**config.mk**
```make
export PLATFORM = sky130hd
export DESIGN_NAME = dmem_access_ctrl
export DESIGN_NICKNAME = d
export VERILOG_FILES = /design/src/rtl/dmem_access_ctrl_pkg.sv /design/src/rtl/dmem_access_ctrl_rr_arb.sv /design/src/rtl/dmem_access_ctrl.sv
export SDC_FILE = /design/constraint.sdc
export NUM_CORES = 1
export LEC_CHECK = 0
export BUFFER_PORTS_ARGS = -buffer_cell sky130_fd_sc_hd__buf_2
export CORE_ASPECT_RATIO = 0.9
export CORE_MARGIN = 10
export CORE_UTILIZATION = 30
export CTS_BUF_LIST = sky130_fd_sc_hd__clkbuf_8 sky130_fd_sc_hd__clkbuf_16
export DETAILED_ROUTE_END_ITERATION = 12
export GPL_ROUTABILITY_DRIVEN = 0
export MAX_ROUTING_LAYER = met4
export SETUP_SLACK_MARGIN = 0.4
export SLEW_MARGIN = 10
export SYNTH_ARGS = -nofsm -noshare
export SYNTH_HDL_FRONTEND = slang
export SYNTH_SLANG_ARGS = --single-unit
```
**constraint.sdc**
```tcl
create_clock -name clk -period 2.8 [get_ports clk]
set_input_delay 0.28 -clock clk [delete_from_list [all_inputs] [get_ports clk]]
set_output_delay 0.28 -clock clk [all_outputs]
set_load 0.01 [all_outputs]
```
**src/rtl/dmem_access_ctrl_pkg.sv**
```systemverilog
// Shared definitions for the data-memory access controller: FSM state
// encodings, the default abort timeout and the timeout counter helper.
package dmem_access_ctrl_pkg;

    typedef enum logic [2:0] {
        S_IDLE     = 3'd0,
        S_CPU_ACC  = 3'd1,
        S_CPU_RESP = 3'd2,
        S_DBG_ACC  = 3'd3,
        S_DBG_RESP = 3'd4
    } state_t;

    localparam int TIMEOUT_DEFAULT = 15;
    localparam int CNT_W           = 8;

    // Saturating increment so a very long wait never wraps back to zero.
    function automatic logic [CNT_W-1:0] sat_inc(input logic [CNT_W-1:0] v);
        return (v == {CNT_W{1'b1}}) ? v : v + 1'b1;
    endfunction

endpackage

```
**src/rtl/dmem_access_ctrl_rr_arb.sv**
```systemverilog
// Two-way round-robin select between the CPU and the debug port.
// A lone requester always wins; on a tie the side that did not win last goes.
module dmem_rr_arb (
    input  logic cpu_req,
    input  logic dbg_req,
    input  logic last_dbg,
    output logic any_req,
    output logic sel_dbg
);

    // Pure combinational select; the owner of last_dbg updates it on grant.
    always_comb begin
        any_req = cpu_req | dbg_req;
        sel_dbg = dbg_req & (~cpu_req | ~last_dbg);
    end

endmodule

```
**src/rtl/dmem_access_ctrl.sv**
```systemverilog
// MEM-stage data-memory access sequencer. Serialises CPU loads/stores and
// debug commands onto one req/ack bus, aborts accesses that never see an
// ack, and stalls the upstream pipeline while a CPU access is pending.
module dmem_access_ctrl
    import dmem_access_ctrl_pkg::*;
#(
    parameter int AW      = 32,
    parameter int DW      = 32,
    parameter int TIMEOUT = TIMEOUT_DEFAULT
) (
    input  logic          clk,
    input  logic          reset,
    input  logic          mem_isValid,
    input  logic          mem_mem_read,
    input  logic          mem_mem_write,
    input  logic [AW-1:0] mem_addr,
    input  logic [DW-1:0] mem_sData,
    output logic          stall,
    output logic          mem_done,
    output logic          mem_err,
    output logic [DW-1:0] mem_lData,
    input  logic          dbg_req,
    input  logic          dbg_we,
    input  logic [AW-1:0] dbg_addr,
    input  logic [DW-1:0] dbg_wdata,
    output logic          dbg_gnt,
    output logic          dbg_done,
    output logic          dbg_err,
    output logic [DW-1:0] dbg_rdata,
    output logic          bus_req,
    output logic          bus_we,
    output logic [AW-1:0] bus_addr,
    output logic [DW-1:0] bus_wdata,
    input  logic          bus_ack,
    input  logic [DW-1:0] bus_rdata,
    output logic          bus_err
);

    localparam logic [CNT_W-1:0] CNT_LAST = 8'(TIMEOUT - 1);

    state_t           state;
    logic             last_dbg;
    logic [CNT_W-1:0] count;
    logic             cpu_req;
    logic             any_req;
    logic             sel_dbg;
    logic             in_acc;
    logic             acc_is_cpu;

    dmem_rr_arb u_arb (
        .cpu_req  (cpu_req),
        .dbg_req  (dbg_req),
        .last_dbg (last_dbg),
        .any_req  (any_req),
        .sel_dbg  (sel_dbg)
    );

    // Request decode and the combinational handshake outputs.
    always_comb begin
        cpu_req    = mem_isValid & (mem_mem_read | mem_mem_write);
        stall      = cpu_req & (state != S_CPU_RESP);
        dbg_gnt    = (state == S_IDLE) & sel_dbg;
        in_acc     = (state == S_CPU_ACC) | (state == S_DBG_ACC);
        acc_is_cpu = (state == S_CPU_ACC);
    end

    // Access FSM with bus latches, result registers and timeout counter.
    always_ff @(posedge clk) begin
        if (reset) begin
            state     <= S_IDLE;
            last_dbg  <= 1'b1;
            count     <= '0;
            bus_req   <= 1'b0;
            bus_we    <= 1'b0;
            bus_addr  <= '0;
            bus_wdata <= '0;
            bus_err   <= 1'b0;
            mem_done  <= 1'b0;
            mem_err   <= 1'b0;
            mem_lData <= '0;
            dbg_done  <= 1'b0;
            dbg_err   <= 1'b0;
            dbg_rdata <= '0;
        end else begin
            // Completion flags are single-cycle pulses.
            mem_done <= 1'b0;
            mem_err  <= 1'b0;
            dbg_done <= 1'b0;
            dbg_err  <= 1'b0;
            bus_err  <= 1'b0;
            case (state)
                S_IDLE: begin
                    if (any_req) begin
                        count    <= '0;
                        bus_req  <= 1'b1;
                        last_dbg <= sel_dbg;
                        if (sel_dbg) begin
                            bus_addr  <= dbg_addr;
                            bus_we    <= dbg_we;
                            bus_wdata <= dbg_wdata;
                            state     <= S_DBG_ACC;
                        end else begin
                            bus_addr  <= mem_addr;
                            bus_we    <= mem_mem_write;
                            bus_wdata <= mem_sData;
                            state     <= S_CPU_ACC;
                        end
                    end
                end
                S_CPU_ACC, S_DBG_ACC: begin
                    if (bus_ack) begin
                        bus_req <= 1'b0;
                        if (acc_is_cpu) begin
                            if (!bus_we) mem_lData <= bus_rdata;
                            mem_done <= 1'b1;
                            state    <= S_CPU_RESP;
                        end else begin
                            if (!bus_we) dbg_rdata <= bus_rdata;
                            dbg_done <= 1'b1;
                            state    <= S_DBG_RESP;
                        end
                    end else if (in_acc && count == CNT_LAST) begin
                        // Abort: a slave that never answers must not hang the core.
                        bus_req <= 1'b0;
                        bus_err <= 1'b1;
                        if (acc_is_cpu) begin
                            mem_lData <= '0;
                            mem_done  <= 1'b1;
                            mem_err   <= 1'b1;
                            state     <= S_CPU_RESP;
                        end else begin
                            dbg_rdata <= '0;
                            dbg_done  <= 1'b1;
                            dbg_err   <= 1'b1;
                            state     <= S_DBG_RESP;
                        end
                    end else begin
                        count <= sat_inc(count);
                    end
                end
                // The pipeline advances on this edge, so IDLE sees the next instruction.
                S_CPU_RESP, S_DBG_RESP: state <= S_IDLE;
                default:                state <= S_IDLE;
            endcase
        end
    end

endmodule

```
==> Word level (Yosys, flattened, before mapping) <==
Index checks and enable logic that the tools add are counted.
{ "word_totals": {"input_bits": 168, "reg_bits": 147, "out_inout_bits": 137} }
{ "classes": {"n_bitwise": 12, "eq_ne": 11, "reduce_logical": 13, "n_addsub": 1, "mux": 34} }
{ "ops": {"columns": ["op", "n"], "rows": [
  ["two-way mux 32 bit", 11],
  ["two-way mux 8 bit", 4],
  ["one-hot mux 8 bit (2 select lines)", 1],
  ["two-way mux 3 bit", 4],
  ["two-way mux 1 bit", 11],
  ["!= test 2 bit, second input constant", 5],
  ["adder 8 x 1 -> 8 bit, second input constant", 1],
  ["equality test 8 x 4 -> 1 bit, second input constant", 1],
  ["equality test 8 bit, second input constant", 1],
  ["AND reduction 4 bit", 2],
  ["one-hot mux 3 bit (2 select lines)", 1],
  ["AND reduction 5 bit", 1],
  ["AND 1 bit", 4],
  ["NOT 1 bit", 4],
  ["OR 1 bit", 4],
  ["AND reduction 2 bit", 2],
  ["nonzero test 2 bit", 2],
  ["OR reduction 2 bit", 2],
  ["equality test 3 x 1 -> 1 bit, second input constant", 1],
  ["equality test 3 x 2 -> 1 bit, second input constant", 1],
  ["zero test 3 bit", 1],
  ["!= test 3 x 2 -> 1 bit, second input constant", 1],
  ["!= test 3 bit, second input constant", 1],
  ["AND reduction 3 bit", 1],
  ["4 further kinds", 4]
]} }

==> Logic depth before layout (Yosys ltp) <==
{ "depth": {"word_depth": 8, "depth_mapped": 7, "ltp_nobuf": 6} }

==> Modules after synthesis <==
A second synthesis with hierarchy kept.
{ "unflattened": {"cells_unflattened": 544, "area_unflattened_um2": 5848.1} }
{ "modules_own_cells": {"columns": ["module", "cells_each", "n_inst", "area_per_inst_um2", "seq_area_each_um2"], "rows": [
  ["dmem_access_ctrl", 542, 1, 5834.3, 2942.8],
  ["dmem_rr_arb", 2, 1, 13.8, 0.0]
]} }

==> Least setup slack after synthesis <==
No wires, ideal clock.
{ "synth_path": {"kind": "reg-to-reg", "startpoint": "reg count[4]", "endpoint": "reg mem_lData[0]", "arrival_ns": 1.712, "path_buffers": 2, "path_stages_with_launch": 7, "path_slack_ns": 0.961, "synth_period_minus_slack_ns": 1.839, "path_cell_list": "dfxtp_1 > buf_2 > or4_4 > o31ai_4 > nand2_2 > buf_2 > mux2i_1"} }
{ "synth_via": {"elab_chain_cells": 4} }
{ "synth_lines": {"columns": ["item", "line_no", "rtl"], "rows": [
  ["start: declaration", "dmem_access_ctrl.sv:43", "logic [CNT_W-1:0] count;"],
  ["start signal: assignment", "dmem_access_ctrl.sv:138", "count <= sat_inc(count);"],
  ["equality test 8 x 4 -> 1 bit", "dmem_access_ctrl.sv:122", "end else if (in_acc && count == CNT_LAST) begin"],
  ["logical AND 1 bit", "dmem_access_ctrl.sv:122", null],
  ["nonzero test 2 bit (no source line)", null, null],
  ["AND reduction 4 bit (no source line)", null, null],
  ["end signal: assignment", "dmem_access_ctrl.sv:114", "if (!bus_we) mem_lData <= bus_rdata;"],
  ["end: declaration", "dmem_access_ctrl.sv:21", "output logic [DW-1:0] mem_lData,"]
]} }
No other way between the ends.
A chain may end at the register's enable or synchronous reset.

==> Worst setup path after layout <==
{ "layout_path": {"startpoint": "reg count[4]", "endpoint": "reg mem_lData[25]"} }
The elaborated chain is that of the path after synthesis.

==> flow_metrics.tcl <==
set metrics [dict create \
    ant_nets 0 \
    leakagePower_nw 4.53 \
    clkLatencyLatePin_ps 420 \
    netlist_area_mm2 0.00610 \
    setup_tns_ps 0 \
    worstPathMaxFanout 20 \
    worstPathRequired_ps 3100 \
    ir_drop_uv 381 \
    wire_per_inst_um 17.2 \
    setup_ws_ps 676 \
    grt_usage_pct 15.2 \
    drcViolationCount 0 \
    firstDrtPassIters 4 \
    cts_tree "done" \
    synth.area.mux_share_pct 21.3 \
    setup.worst_path.class "flip-flop to flip-flop" \
    max-cap-violations 0 \
    outcome "finished, final reports clean" \
    min_to "bus_wdata[29]" \
    synth_xor_area_share_pct 0.144 \
    clkTransAtPathRegs_ps 70 \
    cts_setup_buffers 0 \
    clock_sinks 147 \
    overflow 0 \
    dp.cells 1155 \
    synth_compound_area_share_pct 14.5 \
    h-tree-depth 4 \
    initial_utilization_pct 30.5 \
    place_area_mm2 0.00785 \
    cts_resized 0 \
    dp_hpwl_mm 15.5 \
    reg2reg_depth 5 \
    fin_area_mm2 0.00844 \
    grt_max_degree 75 \
    antenna_found_initial 3 \
    synth_nets 810 \
    holdPathStages 3 \
    grt_setup_unrepaired "no" \
    ff2ff_setup_slack_ps 680 \
    vias 5644 \
    grt_pass1_wl_mm 31.2 \
    grt_pass1_vias 5763 \
    core_mm2 0.0200 \
    postCtsHoldBufs 0 \
    numCtsBuffers 17 \
    synth.distinct_cells 45 \
    synth_edf_count 0 \
    totalWireLength_mm 20.5 \
    end_kind "flip-flop" \
    finalHoldViolations 0 \
    numPortBuffers 304 \
    fin_crit_sh_pct 75.8 \
    nets 1089 \
    drt_iter0_markers 416 \
    pin_count 305 \
    die_w_um 170 \
    synth_warnings 0 \
    die_h_um 155 \
    synth_top_family_by_area "multiplexers" \
    dp_slack_ps 686 \
    relSlewSlack_pct 59.4 \
    postSynthCellCount 640 \
    tightest_slew_ps 609 \
    die_area_mm2 0.0264 \
    setup_violations 0 \
    synthAdderAreaFrac_pct 0.411 \
    drive_gt1_share_pct 38.3 \
    timing.fmax_mhz 471 \
    synthFlopType "dfxtp_1" \
    r2r_end "mem_lData[25]" \
    worstPathArrival_ps 2420 \
    avgSynthCellArea_um2 9.52 \
    async_flop_share_pct 0 \
    hp-class "primary input to flip-flop" \
    layout_common_cells "buf_2 (304), dfxtp_1 (147), mux2i_1 (130)" \
    finalClockSkew_ps 14.0 \
    startpoint_type "flip-flop" \
    syn_to_final_growth_pct 38.4 \
    period_needed_ps 2120 \
    holdCritStartpoint "dbg_wdata[29]" \
    cts_root_buf "clkbuf_16" \
    synth_seq_cells 147 \
    maxSlewViolCount 0 \
    synth_simple_gate_area_share_pct 11.2 \
    power.density_mw_per_mm2 658 \
    layout_commonest_cell "buf_2" \
    layout.cells.non_filler 1189 \
    rows 49 \
    viasPerCell 4.75 \
    regToRegStartpoint "count[4]" \
    clockBufferDepth 2 \
    ys_seq_area_share_pct 48.3 \
]
where the power goes:
group | total (mW) | switching (mW) | internal (mW)
registers | 2.34 | 0.0841 | 2.26
logic | 0.958 | 0.556 | 0.403
clock network | 2.25 | 0.969 | 1.28
total | 5.55 | 1.61 | 3.94
critical path, stage by stage, from the launching register on:
cell	delay [ps]
dfxtp_1	390
or4_4	560
o31ai_4	300
nand2_2	330
buf_12	290
mux2i_1	130
layer usage:
| metal | GRT usage (%) | routed length [um] | up-vias |
|---|---|---|---|
| li1 | - | - | 2851 |
| met1 | 17.7 | 8780 | 2548 |
| met2 | 23.6 | 9470 | 234 |
| met3 | 6.48 | 2030 | 11 |
| met4 | 3.84 | 172 | 0 |
| met5 | - | 0 | - |
state kept, by name, summed over array words and instances, names as in the netlist, 3 cells and up:
register and count:
bus_addr 32, bus_wdata 32, count 8, dbg_rdata 32
mem_lData 32, state 3
stage by stage:
step / util (%) / hold slack [ps] / total power, mW
2_1_floorplan: - / 436 / 2.92
5_1_grt: 42.2 / 139 / 5.82
3_3_place_gp: 39.3 / 443 / 3.36
6_report: 42.2 / 145 / 5.55
4_1_cts: 42.2 / 129 / 5.64
3_5_place_dp: 39.3 / 449 / 3.36
worst max path at each step:
stage	start	endpoint	slack, ps
2_1_floorplan	count[4]	mem_lData[0]	960
5_1_grt	count[4]	count[5]	510
3_3_place_gp	count[4]	mem_lData[24]	710
6_report	count[4]	mem_lData[25]	680
3_5_place_dp	count[4]	mem_lData[26]	690
4_1_cts	count[4]	mem_lData[25]	680
cell usage after synthesis, drive strengths merged, types with 2 or more instances:
library cell	n	share of area [%]
dfxtp	147	48
ha	2	0.41
inv	3	0.18
or4	2	0.31
nor4	4	0.41
o31ai	2	0.47
o22ai	2	0.21
nand2	68	4.2
a21o	3	0.37
o21a	2	0.25
and3	8	0.82
and2	2	0.21
a21oi	70	5.7
nor3b	2	0.25
nand3	35	2.9
buf	14	1.4
nor2	6	0.37
nand2b	2	0.21
o21ai	70	5.7
nor3	3	0.25
a211o	4	0.57
nand4	3	0.31
mux2i	130	21
clkbuf	41	2.5
logic make-up (layout without fill, tap and decap cells):
| kind of cell | Yosys count | after routing |
|---|---|---|
| xor gates and xnor gates | 1 | 1 |
| DFF | 147 | 147 |
| other | 0 | 2 |
| adders and majority gates | 2 | 2 |
| AOI/OAI and AO/OA | 161 | 161 |
| muxes | 130 | 130 |
| and+or+nand+nor | 141 | 141 |
| buffers and inverters | 58 | 350 |
area by class of cell:
| cell class | instances | area (um^2) |
|---|---|---|
| inverter | 3 | 13.8 |
| fill | 2040 | 11500 |
| sequential | 147 | 2940 |
| multi-input combinational | 435 | 2920 |
| timing repair buffer | 315 | 1650 |
| antenna | 2 | 5.00 |
| clock inverter | 14 | 143 |
| clock buffer | 18 | 439 |
| tap | 255 | 319 |
(Power assumes the default switching activity.)
